File: src/rtl/count_ctrl_pkg.sv
// Shared definitions for the counter enable controller.
//   state_t   : FSM state encoding (IDLE / RUN / STEP)
//   cnt_width : width of a counter that must hold 0 .. n-1 (at least 1 bit)
package count_ctrl_pkg;

   typedef enum logic [1:0] {
      IDLE = 2'b00,
      RUN  = 2'b01,
      STEP = 2'b10
   } state_t;

   function automatic int cnt_width(input int n);
      if (n <= 2) return 1;
      return $clog2(n);
   endfunction

endpackage

File: src/rtl/btn_debounce.sv
// Pushbutton conditioner: 2-flop synchroniser, debounce counter and a
// rising-edge detector on the debounced level.
//   Clk   : system clock, rising edge
//   Rst   : asynchronous active-low reset
//   Btn   : raw pushbutton, asynchronous to Clk, 1 = pressed
//   press : one-cycle pulse when the debounced level goes 0 -> 1
module btn_debounce
   import count_ctrl_pkg::*;
#(
   parameter int DEBOUNCE_CYCLES = 4
) (
   input  logic Clk,
   input  logic Rst,
   input  logic Btn,
   output logic press
);

   localparam int CW = cnt_width(DEBOUNCE_CYCLES);
   localparam logic [CW-1:0] CNT_LAST = CW'(DEBOUNCE_CYCLES - 1);

   logic          s1;
   logic          s2;
   logic          db_level;
   logic          db_level_d;
   logic [CW-1:0] cnt;

   always_ff @(posedge Clk or negedge Rst) begin
      if (!Rst) begin
         s1         <= 1'b0;
         s2         <= 1'b0;
         db_level   <= 1'b0;
         db_level_d <= 1'b0;
         cnt        <= '0;
      end else begin
         s1         <= Btn;
         s2         <= s1;
         db_level_d <= db_level;
         // A sample equal to the accepted level clears the count, so any
         // bounce back restarts the stability window.
         if (s2 != db_level) begin
            if (cnt == CNT_LAST) begin
               db_level <= s2;
               cnt      <= '0;
            end else begin
               cnt <= cnt + CW'(1);
            end
         end else begin
            cnt <= '0;
         end
      end
   end

   assign press = db_level & ~db_level_d;

endmodule

File: src/rtl/count_enable_ctrl.sv
// Enable generator for the 3-bit up counter. A debounced button press
// starts/stops free-run mode (periodic En every PRESCALE clocks) or, in
// single-step mode, produces exactly one En per press.
//   Clk     : system clock, rising edge
//   Rst     : asynchronous active-low reset
//   Btn     : raw pushbutton, 1 = pressed
//   Mode    : 1 = free-run, 0 = single-step (only looked at in IDLE)
//   Carry2  : counter carry-out (Count==7), used only for auto-stop
//   En      : count-enable strobe to the counter
//   Running : 1 while in RUN
// Build option: define AUTO_STOP_EN to leave RUN when an En coincides with
// Carry2, so the counter halts after wrapping 7 -> 0.
module count_enable_ctrl
   import count_ctrl_pkg::*;
#(
   parameter int DEBOUNCE_CYCLES = 4,
   parameter int PRESCALE        = 5
) (
   input  logic Clk,
   input  logic Rst,
   input  logic Btn,
   input  logic Mode,
   input  logic Carry2,
   output logic En,
   output logic Running
);

   localparam int PW = cnt_width(PRESCALE);
   localparam logic [PW-1:0] PRESC_LAST = PW'(PRESCALE - 1);

   state_t        state;
   state_t        state_nxt;
   logic [PW-1:0] presc;
   logic [PW-1:0] presc_nxt;
   logic          press;
   logic          run_tick;

   btn_debounce #(
      .DEBOUNCE_CYCLES (DEBOUNCE_CYCLES)
   ) u_btn_debounce (
      .Clk   (Clk),
      .Rst   (Rst),
      .Btn   (Btn),
      .press (press)
   );

   always_ff @(posedge Clk or negedge Rst) begin
      if (!Rst) begin
         state <= IDLE;
         presc <= '0;
      end else begin
         state <= state_nxt;
         presc <= presc_nxt;
      end
   end

   // Outputs decode registered state only, so reset clears them at once.
   assign run_tick = (state == RUN) && (presc == PRESC_LAST);
   assign En       = (state == STEP) || run_tick;
   assign Running  = (state == RUN);

`ifndef AUTO_STOP_EN
   logic unused_carry2;
   assign unused_carry2 = Carry2;
`endif

   always_comb begin
      state_nxt = state;
      presc_nxt = presc;
      case (state)
         IDLE: begin
            presc_nxt = '0;
            if (press) state_nxt = Mode ? RUN : STEP;
         end
         RUN: begin
            presc_nxt = run_tick ? '0 : presc + PW'(1);
            // A press on an En cycle still lets that En out; it only
            // decides the next state.
            if (press) begin
               state_nxt = IDLE;
               presc_nxt = '0;
            end
`ifdef AUTO_STOP_EN
            if (run_tick && Carry2) begin
               state_nxt = IDLE;
               presc_nxt = '0;
            end
`endif
         end
         STEP: begin
            state_nxt = IDLE;
            presc_nxt = '0;
         end
         default: begin
            state_nxt = IDLE;
            presc_nxt = '0;
         end
      endcase
   end

endmodule

File: config.mk
export PLATFORM = sky130hd
export DESIGN_NAME = count_enable_ctrl
export DESIGN_NICKNAME = d
export VERILOG_FILES = /design/src/rtl/count_ctrl_pkg.sv /design/src/rtl/btn_debounce.sv /design/src/rtl/count_enable_ctrl.sv
export SDC_FILE = /design/constraint.sdc
export NUM_CORES = 1
export LEC_CHECK = 0
export CAP_MARGIN = 20
export CORE_AREA = 2 2 39 41
export CTS_BUF_LIST = sky130_fd_sc_hd__clkbuf_4 sky130_fd_sc_hd__clkbuf_8
export DETAILED_ROUTE_END_ITERATION = 16
export DIE_AREA = 0 0 41 43
export HOLD_SLACK_MARGIN = 0.02
export PLACE_DENSITY_LB_ADDON = 0.3
export REMOVE_ABC_BUFFERS = 1
export SLEW_MARGIN = 25
export SYNTH_ARGS = -nofsm -noshare
export SYNTH_HDL_FRONTEND = slang
export SYNTH_SLANG_ARGS = --single-unit
File: constraint.sdc
create_clock -name Clk -period 1.09 [get_ports Clk]
set_input_delay 0.327 -clock Clk [delete_from_list [all_inputs] [get_ports Clk]]
set_output_delay 0.327 -clock Clk [all_outputs]
set_load 0.05 [all_outputs]
==> flow_metrics.tcl, run 1 <==
set metrics [dict create \
    status "complete, but fails checks" \
    failed_checks "negative setup slack" \
    netlist_top_cells_count "dfrtp_1 (11), ha_1 (3), inv_1 (3)" \
    grt.overflow.total 0 \
    drt-initial-drc-count 5 \
    post_cts_hold_buffer_count 0 \
    yosys.area_share.simple_pct 15.9 \
    io_buffers 5 \
    floorplan.initialDensity_pct 31.9 \
    post_drt_wl_per_cell_um 11.2 \
    worstSetupPathDepth 4 \
    cp_top_family "flip-flops" \
    drv.max_cap_violation_count 0 \
    critPathMaxStageDelay_ns 0.38 \
    critPathRequiredTime_ns 0.76 \
    grt_pass1_vias 358 \
    num_vias 339 \
    route.detailed.vias_per_inst 4.64 \
    die-area_sq_um 1760 \
    gp_routability_congestion 0.599 \
    io_pins 7 \
    root_buffer "clkbuf_4" \
    final_cell_area_sq_um 698 \
    fin_skew_ns 0.00258 \
    asyncSetResetFlopFracSynth_pct 100 \
    timing.final.crit_period_ns 1.52 \
    cts_max_level 1 \
    portion_of_synthesized_cell_area_occupied_by_the_leading_cell_type_pct 62.3 \
    synth_area_leader_cell "dfrtp_1" \
    cts.sink_count 11 \
    hpwl_um 630 \
    floorplan.rows 14 \
    cp_max_fo 2 \
    power_density_nw_per_um2 2450 \
    ant_nets 0 \
    tritoncts "built" \
    max_rail_drop_vdd_mv 0.849 \
    final-setup-viol-count 3 \
    worst_pin_slew_ns 0.219 \
    placed_area_sq_um 607 \
    synth.avg_cell_area_sq_um 12.6 \
    totalWireLength_um 815 \
    drc 0 \
    area_growth_syn_to_layout_pct 58.1 \
    max_freq_ghz 0.659 \
    core_area_sq_um 1380 \
    die_h_um 43 \
    syn-instance-count 35 \
    yosys.area_share.adder_pct 8.50 \
    yosys.cell_count.top_type "dfrtp_1" \
    synth.top_cells.by_area "dfrtp_1 (62%), ha_1 (8.5%), inv_1 (2.5%)" \
    yosys_warnings 0 \
    timing_worst_setup_path_type "flip-flop to output pin" \
    synth-seq-area-share_pct 62.3 \
    synth-edff-count 0 \
    post_synth_xor_area_fraction_pct 1.98 \
    timing.critical_path.buf_inv 1 \
    synthFlopType "dfrtp_1" \
    start_kind "flip-flop" \
    final_hold_viol_count 0 \
    grt_first_pass_wirelength_mm 1.42 \
    synth-compound-area-share_pct 3.97 \
    layout-drive-gt1-share_pct 50.9 \
    drt-pass1-iter-count 4 \
    synth_top_family_by_area "simple AND/OR/NAND/NOR gates" \
    die-width_um 41 \
    drv_slew 0 \
    rsz_0062_raised_after_global_routing "true" \
    placement.setup.worst_slack_ns -0.248 \
    synth.ff_latch_count 11 \
    track_usage_pct 12.5 \
    end_kind "output pin" \
    hold_path_class "input pin to async pin" \
    yosysUniqueCellTypes 19 \
    number_of_buffers_on_the_longest_clock_path 2 \
    cellLeakagePower_uw 0.000329 \
    critPathArrivalTime_ns 1.19 \
    timing.final.crit_share_pct 139 \
    clock_insertion_delay_worst_skew_ns 0.26 \
    slew_headroom_pct 85.3 \
    crit_path_top_delay_cell "dfrtp_1" \
    diodes 0 \
    worst_setup_slack_after_layout_ns -0.428 \
    worst_r2r_path_depth 4 \
    antenna_found_initial 0 \
    nets 66 \
    netlist_area_sq_um 442 \
    finalPower_uw 1710 \
    clk_pin_slew_worst_paths_ns 0.07 \
    synth_mux_area_share_pct 4.82 \
    numCtsBuffers 3 \
    grt_start_max_net_pins 12 \
    timing.critical_path.cells "and2b_2, nand3_2, o21ai_2, buf_12" \
]
placed cells by master, fill, tap and decap left out, types with 2 or more instances in the layout:
| master | Yosys | routed |
|---|---|---|
| buf_6 | 0 | 2 |
| clkdlybuf4s50_1 | 0 | 3 |
| dfrtp_1 | 11 | 11 |
| buf_4 | 0 | 11 |
| buf_12 | 0 | 2 |
| ha_1 | 3 | 2 |
| clkbuf_4 | 0 | 4 |
| inv_1 | 3 | 3 |
layer usage:
metal	vias to the layer above	routed length [um]	global-route usage [%]
met5	-	0	0
met2	5	502	20.3
met1	175	287	13.4
li1	159	-	-
met3	0	25	4.71
met4	0	0	6.00
where the power goes:
group	internal [uW]	total [uW]	leakage (uW)	switching [uW]
clock	166	286	0.0000184	120
combinational	466	837	0.000170	371
sequential	524	584	0.000141	59.5
sequential cells by signal, indices dropped and copies added (netlist names):
| name | cells |
|---|---|
| u_btn_debounce.s1 | 1 |
| state | 2 |
| u_btn_debounce.s2 | 1 |
| u_btn_debounce.db_level | 1 |
| presc | 3 |
| u_btn_debounce.cnt | 2 |
| u_btn_debounce.db_level_d | 1 |
timing repair:
item	4_1_cts	5_1_grt
endpoints found under the setup margin	2	6
gates resized for setup	4	8
endpoints found under the hold margin	0	0
setup buffers	1	2
pin swaps	2	1
worst paths after layout:
kind | from | endpoint | slack, ns
hold reg to reg | u_btn_debounce.s1 | u_btn_debounce.s2 | 0.36
setup / recovery | state[1] | En | -0.43
setup reg to reg | state[0] | presc[1] | -0.01
min in group Clk | u_btn_debounce.s1 | u_btn_debounce.s2 | 0.36
hold / removal | Rst | u_btn_debounce.db_level | 0.36
max in group asynchronous | Rst | presc[1] | 0.59
layout make-up:
cell class	count	area (sq um)
clock buffer	4	30.0
inverter	3	11.3
tap	16	20.0
fill	128	686
multi-input combinational	21	186
timing repair buffer	18	175
sequential	11	275
per-stage QoR:
stage          util (%)  hold WS (ns)  TNS [ns]  std cells
2_1_floorplan         -        0.0314     -1.33         35
3_3_place_gp       43.9         0.345    -0.514         66
3_5_place_dp       43.9         0.338    -0.577         66
4_1_cts            47.4         0.355    -0.838         71
5_1_grt            50.5         0.364     -1.12         73
6_report           50.5         0.355    -0.804         73
worst register-to-register path, delay by kind of cell, from the launching register on:
kind	cells	cell delay [ns]
buf+inv	2	0.23
flops	1	0.39
simple gates	2	0.36
cells by family after synthesis:
group / count (synthesis)
adder cells (fa/ha/maj): 3
AND/OR/NAND/NOR: 12
XOR/XNOR: 1
AO/OA/AOI/OAI: 3
buffers and inverters: 3
multiplexers: 2
flip-flops: 11
No activity file was read; power rests on OpenSTA's default activity.
==> run 2: changes to the inputs <==
Settings changed: CELL_PAD_IN_SITES_DETAIL_PLACEMENT set to 0, CELL_PAD_IN_SITES_GLOBAL_PLACEMENT set to 1.
==> run 2 against run 1 <==
Effect of this change: the run still ends with negative setup slack left; combinational power is 4.4% lower; maximum frequency is 1.6% lower; die area stayed put; cell count is 2.7% lower; sequential cell count stayed put; count of clock-buffer cells in the layout stayed put; setup slack worse by 0.024 ns; sequential power hardly changed; via count is 2.9% lower; largest power group unchanged.
==> flow_metrics.tcl, run 2 (same netlist as run 1, synthesis figures left out) <==
set metrics [dict create \
    cellLeakagePower_uw 0.000317 \
    post_drt_wl_per_cell_um 11.4 \
    fin_util_pct 49.3 \
    clock_insertion_delay_worst_skew_ns 0.26 \
    layout-drive-gt1-share_pct 49.1 \
    status "complete, but fails checks" \
    cts.sink_count 11 \
    drt-initial-drc-count 8 \
    critPathArrivalTime_ns 1.22 \
    track_usage_pct 12.1 \
    io_pins 7 \
    nets 64 \
    core_area_sq_um 1380 \
    critPathMaxStageDelay_ns 0.40 \
    max_rail_drop_vdd_mv 0.955 \
    timing.final.crit_share_pct 142 \
    post_cts_hold_buffer_count 0 \
    die-area_sq_um 1760 \
    crit_path_top_delay_cell "dfrtp_1" \
    cp_max_fo 3 \
    cts_max_level 1 \
    timing.critical_path.cells "and2b_1, nand3_2, o21ai_2, buf_12" \
    largest-register "presc" \
    failed_checks "negative setup slack" \
    slew_headroom_pct 84.9 \
    rsz_0062_raised_after_global_routing "true" \
    layout.cells.most_common_list "dfrtp_1 (11), buf_4 (9), clkbuf_4 (4)" \
    power_density_nw_per_um2 2460 \
    fin_skew_ns 0.00107 \
    met2_usage_pct 20.3 \
    drc 0 \
    floorplan.rows 14 \
    io_buffers 5 \
    route.detailed.vias_per_inst 4.63 \
    end_kind "output pin" \
    grt.overflow.total 0 \
    timing_worst_setup_path_type "flip-flop to output pin" \
    die_h_um 43 \
    use_met3_pct 4.71 \
    grt_util_met1_pct 12.1 \
    largest_register_ffs 3 \
    grt_start_max_net_pins 12 \
    die-width_um 41 \
    clk_pin_slew_worst_paths_ns 0.06 \
    worst_pin_slew_ns 0.225 \
    num_vias 329 \
    largestRegisters "presc (3), state (2), u_btn_debounce.cnt (2)" \
    worst_setup_slack_after_layout_ns -0.452 \
    global_route.peak_usage_layer "met2" \
    start_kind "flip-flop" \
    drv_slew 0 \
    number_of_buffers_on_the_longest_clock_path 2 \
    max_freq_ghz 0.648 \
    area_growth_syn_to_layout_pct 54.4 \
    final_cell_area_sq_um 682 \
    mostFrequentLayoutCell "dfrtp_1" \
    grt_pass1_vias 355 \
    gp_routability_congestion 0.577 \
    hold_path_class "input pin to async pin" \
    setup_total_negative_slack_ns -0.988 \
    grt_first_pass_wirelength_mm 1.37 \
    floorplan.initialDensity_pct 31.9 \
    root_buffer "clkbuf_4" \
    antenna_found_initial 0 \
    ant_nets 0 \
    totalWireLength_um 806 \
    critPathRequiredTime_ns 0.76 \
    diodes 0 \
    final-setup-viol-count 4 \
    numCtsBuffers 3 \
    placed_area_sq_um 607 \
    nFillCells 132 \
    final_hold_viol_count 0 \
    hpwl_um 613 \
    drt-pass1-iter-count 2 \
    timing.final.crit_period_ns 1.54 \
    drv.max_cap_violation_count 0 \
    tritoncts "built" \
]
-- run 2: cell types whose count changed in the layout (fill, tap and decap cells not counted), sizes merged --
cell	change
buf	-2
-- run 2: layout make-up --
cell class | instances | area, sq um | area share [%]
Timing Repair Buffer | 16 | 160 | 23.5
Sequential cell | 11 | 275 | 40.4
Inverter | 3 | 11.3 | 1.65
Tap cell | 16 | 20.0 | 2.94
Clock buffer | 4 | 30.0 | 4.40
Multi-Input combinational cell | 21 | 185 | 27.2
-- run 2: what timing repair did --
item	in CTS	in global routing
setup endpoints to repair	3	5
pin swaps	1	2
setup buffers	1	1
gates resized for setup	7	4
-- run 2: metal layers --
| metal | wire length (um) | share of wire (%) |
|---|---|---|
| met4 | 0 | 0 |
| met5 | 0 | 0 |
| met3 | 26 | 3.2 |
| met1 | 300 | 37 |
| met2 | 479 | 59 |
-- run 2: final timing paths --
check | start | cells after the start | to | slack (ns)
worst max-delay path | state[1] | 4 | En | -0.45
worst min-delay path | Rst | 2 | u_btn_debounce.cnt[1] | 0.35
worst max register to register | state[0] | 4 | state[0] | -0.08
max in group asynchronous | Rst | 2 | presc[0] | 0.60
worst min register to register | u_btn_debounce.s1 | 0 | u_btn_debounce.s2 | 0.36
min in group Clk | u_btn_debounce.s1 | 0 | u_btn_debounce.s2 | 0.36
-- run 2: where the power goes --
group | leakage (uW) | total, uW | switching (uW) | internal, uW
registers | 0.000141 | 585 | 60.6 | 524
clock network | 0.0000184 | 290 | 124 | 166
logic | 0.000158 | 800 | 359 | 440
-- run 2: stage by stage --
stage / total power (uW) / hold slack, ns / setup WS [ns] / instances
after floorplan: 906 / 0.0314 / -0.792 / 35
after detailed placement: 1270 / 0.338 / -0.263 / 66
final: 1670 / 0.352 / -0.452 / 71
after global routing: 1800 / 0.361 / -0.500 / 71
after CTS: 1650 / 0.342 / -0.451 / 71
after global placement: 1230 / 0.341 / -0.233 / 66
-- run 2: critical path: cells and delay by family (launching register included) --
kind	cells	cell delay [ns]
AO/OA/AOI/OAI	1	0.08
buffers and inverters	1	0.15
flip-flops	1	0.40
AND/OR/NAND/NOR	2	0.32
